### config.mk
export PLATFORM = sky130hd
export DESIGN_NAME = line_serializer
export DESIGN_NICKNAME = d
export VERILOG_FILES = /design/src/rtl/line_serializer.sv
export SDC_FILE = /design/constraint.sdc
export NUM_CORES = 1
export LEC_CHECK = 0
export CAP_MARGIN = 10
export CORE_UTILIZATION = 35
export DETAILED_ROUTE_END_ITERATION = 6
export MAX_ROUTING_LAYER = met4
export SYNTH_ARGS = -nofsm -noshare
export SYNTH_HDL_FRONTEND = slang
export SYNTH_SLANG_ARGS = --single-unit
### constraint.sdc
create_clock -name clk -period 1.8 [get_ports clk]
set_input_delay 0.27 -clock clk [delete_from_list [all_inputs] [get_ports clk]]
set_output_delay 0.27 -clock clk [all_outputs]
set_load 0.1 [all_outputs]
### src/rtl/line_serializer.sv
// Serializes one LEN-bit cache line into LEN/BEAT_W burst beats, least-significant beat first.
// Beat 0 is driven the cycle after acceptance; bmem_ready low holds the current beat; done pulses once after the last beat.
module line_serializer #(
    parameter int LEN    = 256,
    parameter int BEAT_W = 64
) (
    input  logic              clk,
    input  logic              rst,
    input  logic [LEN-1:0]    line_i,
    input  logic [31:0]       addr_i,
    input  logic              line_valid,
    output logic              line_ready,
    output logic [31:0]       bmem_addr,
    output logic              bmem_write,
    output logic [BEAT_W-1:0] bmem_wdata,
    input  logic              bmem_ready,
    output logic              done
);
    localparam int BEATS = LEN / BEAT_W;
    localparam int CNT_W = (BEATS > 1) ? $clog2(BEATS) : 1;
    localparam int OFF_W = $clog2(LEN / 8);
    localparam logic [31:0]      ALIGN_MASK = ~((32'd1 << OFF_W) - 32'd1);
    localparam logic [CNT_W-1:0] LAST       = CNT_W'(BEATS - 1);

    typedef enum logic [1:0] {IDLE, SEND, DONE} state_t;

    state_t state;
    state_t state_nxt;

    // Viewing the buffer as an array of beats lets the counter select a slice directly.
    logic [BEATS-1:0][BEAT_W-1:0] line_buf;
    logic [31:0]                  addr_q;
    logic [CNT_W-1:0]             cnt;
    logic                         accept;
    logic                         beat_acc;

    always_ff @(posedge clk) begin
        if (rst) begin
            state <= IDLE;
        end else begin
            state <= state_nxt;
        end
    end

    always_comb begin
        state_nxt  = state;
        line_ready = 1'b0;
        bmem_write = 1'b0;
        bmem_addr  = '0;
        bmem_wdata = '0;
        done       = 1'b0;
        accept     = 1'b0;
        beat_acc   = 1'b0;
        case (state)
            IDLE: begin
                line_ready = 1'b1;
                if (line_valid) begin
                    accept    = 1'b1;
                    state_nxt = SEND;
                end
            end
            SEND: begin
                bmem_write = 1'b1;
                bmem_addr  = addr_q;
                bmem_wdata = line_buf[cnt];
                if (bmem_ready) begin
                    beat_acc = 1'b1;
                    if (cnt == LAST) begin
                        state_nxt = DONE;
                    end
                end
            end
            DONE: begin
                done      = 1'b1;
                state_nxt = IDLE;
            end
            default: state_nxt = IDLE;
        endcase
    end

    // Buffer and address only load in IDLE, so new requests cannot disturb a burst in flight.
    always_ff @(posedge clk) begin
        if (rst) begin
            line_buf <= '0;
            addr_q   <= '0;
            cnt      <= '0;
        end else if (accept) begin
            line_buf <= line_i;
            addr_q   <= addr_i & ALIGN_MASK;
            cnt      <= '0;
        end else if (beat_acc) begin
            cnt <= (cnt == LAST) ? '0 : cnt + CNT_W'(1);
        end
    end

endmodule

==> summary.md, run 1 <==
| Metric | Value |
|---|---|
| RePlAce Congestion | 0.793 |
| Setup Viol. Count Final | between 90 and 100 |
| CP cell instances | buf_12, buf_12, mux4_2, and2_4, buf_12 |
| Nets | roughly 1500 |
| Fmax | 425 MHz |
| Final Hold Viols | 0 |
| CP Max Fanout | 5 |
| Average wire per standard cell | 20.5 um |
| Pre-CTS setup slack | roughly 3.6 ps |
| Layout area overhead | 63.1% |
| Leading cell type in the layout, fill and taps excluded | clkdlybuf4s50_1 |
| First-pass GRT wire length | 52.6 mm |
| Slowest stage delay, CP | between 500 and 600 ps |
| Worst path slowest cell | mux4_2 |
| Worst VDD drop | approximately 0.0007 V |
| Hold Crit Class | input pin to flip-flop |
| TritonCTS Buffers | 30 |
| Synthesized area | approximately 11000 sq um |
| Setup crit start kind | flip-flop |
| Maximum clock path buffer count | 3 |
| Clk slew on worst S/H paths | roughly 60 ps |
| Initial DRC Count | between 500 and 600 |
| CTS tree | yes |
| Leak pwr | ~7.1 nW |
| Tmin final | around 2400 ps |
| Core ar. | 30700 sq um |
| Final total power | ~17 mW |
| Post-DRT Antenna Nets | 0 |
| Max cap viols | 0 |
| Port buffer count | between 300 and 400 |
| Required @ worst endpoint | between 1500 and 2000 ps |
| Post-DP HPWL | 23.1 mm |
| Post-synthesis register bit count | ~290 |
| First-pass iteration count of the detailed router | 7 |
| Vias | 8613 |
| Arrival time at the worst endpoint | roughly 2100 ps |
| Clock Skews | between 15 and 20 ps |
| Most frequent cells in the layout | clkdlybuf4s50_1 (286), dfxtp_1 (284), a22o_1 (283) |
| Clock Sinks | between 200 and 300 |
| RSZ-0062 raised after global routing | yes |
| Period utilization | 131% |
| Die height | ~180 um |
| Largest net degree at the start of global routing | 41 |
| # DRC | 44 |
| CP top delay family | multiplexers |
| Synthesis Warnings | 0 |
| Clock Tree Root | clkbuf_16 |
| Synth Instances | roughly 840 |
| GRT Resource Usage Total | 21.5% |
| Die area | about 32000 sq um |
| Slew Viols, Final | 0 |
| Clock Latency Late Sink | 550 ps |
| Failing checks | DRC, setup timing |
| H-Tree Depth | 1 |
| Sequential element share of the synthesized area | about 52% |
| Post-DR vias/cell | approximately 5.2 |
| Starting density of the core | approximately 36% |
| Grt ovf | 0 |
| Status | finished, violations left |
| Synth unique cells | 25 |
| Avg Cell Area, Syn | 13.2 sq um |
| Die width | around 180 um |
| Pwr dens | 920 nW/um^2 |
| IO Pins | just under 400 |
| Std-Cell Rows | 64 |
| Initial antenna violation count | 3 |
| Vias in the first global route | 8996 |
| Buf/Inv on CP | 3 |
| Routed wire length | ~34 mm |
| Setup Crit Path Kind | flip-flop to primary output |
| Critical path endpoint category | primary output |
| Setup slack after layout | -551 ps |
| Share of post-route cells with drive strength above 1 | around 30% |
| Crit-path most repeated cell | buf_12 |
-- sequential cells by signal, indices dropped and copies added, names as in the netlist --
signal	flops
addr_q	27
state	2
cnt	2
line_buf	256
-- final cells by class --
cell class              instances  area [sq um]
repair buffers                448          5860
multi-input cells             460          4870
inverters                       1          3.75
clock inverters                 9           100
clock buffers                  43           881
well taps                     396           495
diodes                          3          7.51
flip-flops and latches        287          5750
fillers                      2486         12800
-- cell usage after synthesis --
cell type	number	area, sq um
dfxtp_1	287	5750
a22o_1	283	2480
and2_1	91	569
mux4_2	64	1440
buf_2	37	185
buf_6	28	315
buf_4	16	120
clkbuf_1	10	37.5
nand2_1	3	11.3
a21oi_1	2	10.0
a21o_1	1	7.51
a21oi_2	1	8.76
a31o_1	1	8.76
and2b_1	1	7.51
and3_1	1	6.26
buf_1	1	3.75
conb_1	1	3.75
ha_1	1	12.5
inv_1	1	3.75
nand3_1	1	5.00
nand3b_1	1	7.51
nor2_2	1	6.26
nor2b_1	1	6.26
nor3b_1	1	7.51
or3_1	1	6.26
-- metrics by stage --
stage / TNS [ps] / hold WS, ps / instance area [sq um] / cells / utilization [%]
5_1_grt: -43880 / 285 / 18000 / 1647 / 58.4
4_1_cts: -43720 / 275 / 18100 / 1647 / 58.8
6_report: -37300 / 305 / 18000 / 1647 / 58.4
3_3_place_gp: 0 / 453 / 16500 / 1571 / 53.5
2_1_floorplan: -1370 / 346 / 11100 / 840 / -
3_5_place_dp: 0 / 455 / 16500 / 1571 / 53.5
-- path summary, 6_finish.rpt --
kind / startpoint / to / slack (ps) / depth (start not counted)
hold reg to reg: line_buf[134]$_SDFFE_PP0P_ / line_buf[134]$_SDFFE_PP0P_ / 470 / 1
setup reg to reg: cnt[0]$_SDFFE_PP0P_ / cnt[0]$_SDFFE_PP0P_ / 240 / 5
setup / recovery: cnt[0]$_SDFFE_PP0P_ / bmem_wdata[31] / -550 / 5
hold / removal: line_i[236] / line_buf[236]$_SDFFE_PP0P_ / 300 / 2
-- logic make-up after synthesis --
kind of cell / after synthesis / share of synthesized area, %
AOI/OAI and AO/OA: 288 / 22.8
DFF: 287 / 52.2
and+or+nand+nor: 102 / 5.75
buffers and inverters: 93 / 6.04
muxes: 64 / 13.1
adders and majority gates: 1 / 0.114
other: 1 / 0.0340
-- power breakdown --
group	leakage (nW)	internal [mW]	switching [mW]
logic	4.26	1.78	1.52
registers	2.36	6.81	0.235
clock network	0.480	3.65	2.54
-- worst register-to-register path: stages, from the launching register on --
cell and delay, ps:
dfxtp_4 380, buf_4 150, bufbuf_16 280, ha_1 210
or3_1 350, a21oi_1 130
-- what timing repair did --
| action | 4_1_cts | 5_1_grt |
|---|---|---|
| setup buffers | 13 | 6 |
| gates resized for setup | 92 | 16 |
| setup endpoints to repair | 92 | 92 |
| pin swaps | 53 | 2 |
| cloned | 11 | 0 |
| hold buffers | 0 | 0 |
-- metal layers --
metal,global-route usage (%),vias up,part of all wire (%)
met5,-,-,0
met4,5.41,0,2.4
met1,27.1,4215,42
met2,34.4,321,48
met3,5.25,49,7.9
li1,-,4028,-
(Power assumes the default switching activity.)
==> run 2: changes to the inputs <==
Settings changed: ABC_AREA set to 1.
==> run 2 against run 1 <==
Effect of this change:
- cell count up 80%
- clock power up 10%
- largest cell class is now multi-input gates
- via count up 64%
- the run ends with setup timing left
- critical path depth up 1
- die area up 20%
- count of clock-buffer cells in the layout up 11
- core utilization up 1.3 points
- clock skew down 2.0 ps
- final area up 23%
- highest routed layer unchanged
- wire length up 44%
- fmax up 12%
- combinational power up 15%
==> summary.md, run 2 <==
| Metric | Value |
|---|---|
| Slew Viols, Final | 0 (unchanged) |
| Port buffer count | 380 (unchanged) |
| Crit-path most repeated cell | buf_12 |
| Slowest stage delay, CP | 370 ps (-140 ps) |
| Fmax | 474 MHz (+12%) |
| Setup crit start kind | flip-flop |
| Clk slew on worst S/H paths | 50 ps (about the same) |
| Clock Sinks | 287 (unchanged) |
| Failing checks | setup timing |
| Arrival time at the worst endpoint | 1840 ps (-240 ps) |
| GRT Resource Usage Total | 23.6% (+2.1 points) |
| Fin Hold WS | 301 ps (-4.23 ps) |
| CP Max Fanout | 14 (+9) |
| Hold buffers post-CTS | 0 (unchanged) |
| Required @ worst endpoint | 1530 ps (about the same) |
| Pwr dens | 798 nW/um^2 (-13%) |
| Largest Register | line_buf |
| Core ar. | 37000 sq um (+20%) |
| Post-DP HPWL | 29.8 mm (+29%) |
| Synth unique cells | 19 (-24%) |
| Synthesis Warnings | 0 (unchanged) |
| RePlAce Congestion | 0.836 (+5.5%) |
| Vias in the first global route | 13559 (+51%) |
| Path depth of the worst reg2reg path | 8 (+3) |
| Status | finished, violations left |
| Average wire per standard cell | 16.4 um (-20%) |
| Grt ovf | 0 (unchanged) |
| Std-Cell Rows | 70 (+9.4%) |
| Switching power | 5.01 mW (+17%) |
| Period utilization | 117% (-14 points) |
| Post-layout util | 59.7% (+1.3 points) |
| Pre-CTS setup slack | 35.1 ps (+31.5 ps) |
| Nets | 2733 (+80%) |
| Worst VDD drop | 0.000504 V (-28%) |
| Setup Viol. Count Final | 91 (-1.1%) |
| Routed wire length | 48.7 mm (+44%) |
| Most frequent cells in the layout | nand2_1 (797), nand3_1 (328), clkdlybuf4s50_1 (286) |
| Leak pwr | 9.74 nW (+37%) |
| Die width | 197 um (+9.6%) |
| Gate power share | 21.6% (+1.6 points) |
| # DRC | 0 (-100%) |
| Largest regs | line_buf x256, addr_q x27 |
| P_int | 12.6 mW (+3.0%) |
| Critical path endpoint category | primary output |
| Final instance area | 22100 sq um (+23%) |
| EDFF count, synth | 0 (unchanged) |
| Starting density of the core | 35.9% (about the same) |
| Avg Cell Area, Syn | 6.40 sq um (-51%) |
| RSZ-0062 raised after global routing | yes |
| Die height | 197 um (+9.6%) |
| Clock Skews | 14.8 ps (-1.98 ps) |
| Layout area overhead | 66.5% |
| Sequential share of power | 39.6% (-3.0 points) |
| Area leader, netlist | dfxtp_1 |
| Final total power | 17.6 mW (+6.5%) |
| Setup Crit Path Kind | flip-flop to primary output |
| IO Pins | 391 (unchanged) |
| Sequential element share of the synthesized area | 43.4% (-8.8 points) |
| Post-synthesis register bit count | 287 (unchanged) |
| Tmin final | 2110 ps (-244 ps) |
| Die area | 38600 sq um (+20%) |
| Clock Tree Root | clkbuf_16 |
| Main flop type after synthesis | dfxtp_1 |
| Clock Latency Late Sink | 510 ps (-40 ps) |
| Async S/R FF share, synth | 0% (unchanged) |
| Synth top area share | 43.4% (-8.8 points) |
| Sw frac | 28.4% (+2.4 points) |
| Dpl cells | 2867 (+82%) |
| Synthesized area | 13300 sq um (+20%) |
| Largest net degree at the start of global routing | 67 (+63%) |
| Maximum clock path buffer count | 3 (unchanged) |
| Leading cell type in the layout, fill and taps excluded | nand2_1 |
| Initial antenna violation count | 7 (+4) |
| Hold Crit Class | input pin to flip-flop |
| H-Tree Depth | 2 (+1) |
| Vias | 14142 (+64%) |
| Setup slack after layout | -308 ps (+244 ps) |
| Final std cells w/o fill | 2970 (+80%) |
| Post-DR vias/cell | 4.76 (-8.9%) |
| TritonCTS Buffers | 35 (+17%) |
| Clock power frac | 38.7% (+1.3 points) |
| CP cell instances | buf_12, buf_16, nand2_1, nand3_2, a21oi_2, buf_12 |
| Initial DRC Count | 856 (+58%) |
| First-pass GRT wire length | 71.1 mm (+35%) |
| Max cap viols | 0 (unchanged) |
| Largest cells by area after synthesis | dfxtp_1 (43%), nand2_1 (23%), nand3_1 (16%) |
| Final Hold Viols | 0 (unchanged) |
| Share of post-route cells with drive strength above 1 | 18.6% (-11 points) |
| First-pass iteration count of the detailed router | 5 (-2) |
| Max FFs per register | 256 (unchanged) |
| Worst path slowest cell | dfxtp_4 |
| Top-count cell post-synth | nand2_1 |
| Commonest cells post-synth | nand2_1 (827), nand3_1 (413), dfxtp_1 (287), inv_1 (287), buf_2 (72) |
| CTS tree | yes |
| Synth Instances | 2070 (+150%) |
| Post-DRT Antenna Nets | 0 (unchanged) |
| Hold path depth | 3 (+1) |
| Area after DPL | 19300 sq um (+17%) |
| Final setup TNS | -20970 ps (+16330 ps) |
run 2: cell types whose count changed after synthesis, moves of 6 or more:
cell,previous run,this run
a21oi_1,2,67
a22o_1,283,0
and2_1,91,0
buf_1,1,25
buf_2,37,72
buf_4,16,10
buf_6,28,7
clkbuf_1,10,36
inv_1,1,287
mux4_2,64,0
nand2_1,3,827
nand3_1,1,413
nor2_1,0,29
run 2: kinds of logic (layout without fill, tap and decap cells):
logic type               after synthesis  after routing  synth area share [%]
buffers and inverters                439            824                  13.8
other                                  1             12                0.0283
adder cells (fa/ha/maj)                1              1                0.0944
AO/OA/AOI/OAI                         67             67                  2.53
flip-flops                           287            287                  43.4
AND/OR/NAND/NOR                     1275           1275                  40.2
run 2: critical path: cells and delay by family, from the launching register on:
family,cells,cell delay (ps)
compound gates,1,240
buf+inv,3,540
flops,1,370
simple gates,2,180
run 2: layer usage:
metal  wire [um]  vias up  global-route usage (%)
met5           0        -                       -
met4        1300        0                    7.44
met3        3250       86                    4.47
met2       23100      452                    38.8
met1       21100     6536                    29.1
li1            -     7068                       -
run 2: power groups by stage:
stage	clock [mW]	sequential (mW)	combinational, mW
finish	6.82	6.98	3.81
global route	7.23	7.03	4.08
CTS	6.97	6.98	3.60
detailed placement	0	7.12	3.39
global placement	0	7.10	3.37
floorplan	0	7.07	1.92
run 2: timing repair:
action / in CTS / in global routing
resized for setup: 66 / 118
pin swaps: 32 / 45
buffers inserted: 10 / 5
setup endpoints to repair: 91 / 91
hold endpoints to repair: 0 / 0
cloned: 6 / 20
run 2: worst paths after layout:
kind	start	slack, ps	to
max	cnt[0]$_SDFFE_PP0P_	-310	bmem_wdata[57]
min	line_i[90]	300	line_buf[90]$_SDFFE_PP0P_
max reg2reg	state[1]$_SDFFE_PP0P_	180	line_buf[66]$_SDFFE_PP0P_
min reg2reg	line_buf[161]$_SDFFE_PP0P_	470	line_buf[161]$_SDFFE_PP0P_
run 2: layout make-up:
cell class,instances,area (sq um)
multi-input combinational,1348,6960
sequential,287,5760
inverter,289,1110
tap,504,631
antenna,7,17.5
timing repair buffer,479,6480
fill,3397,14900
clock inverter,2,38.8
clock buffer,54,1060
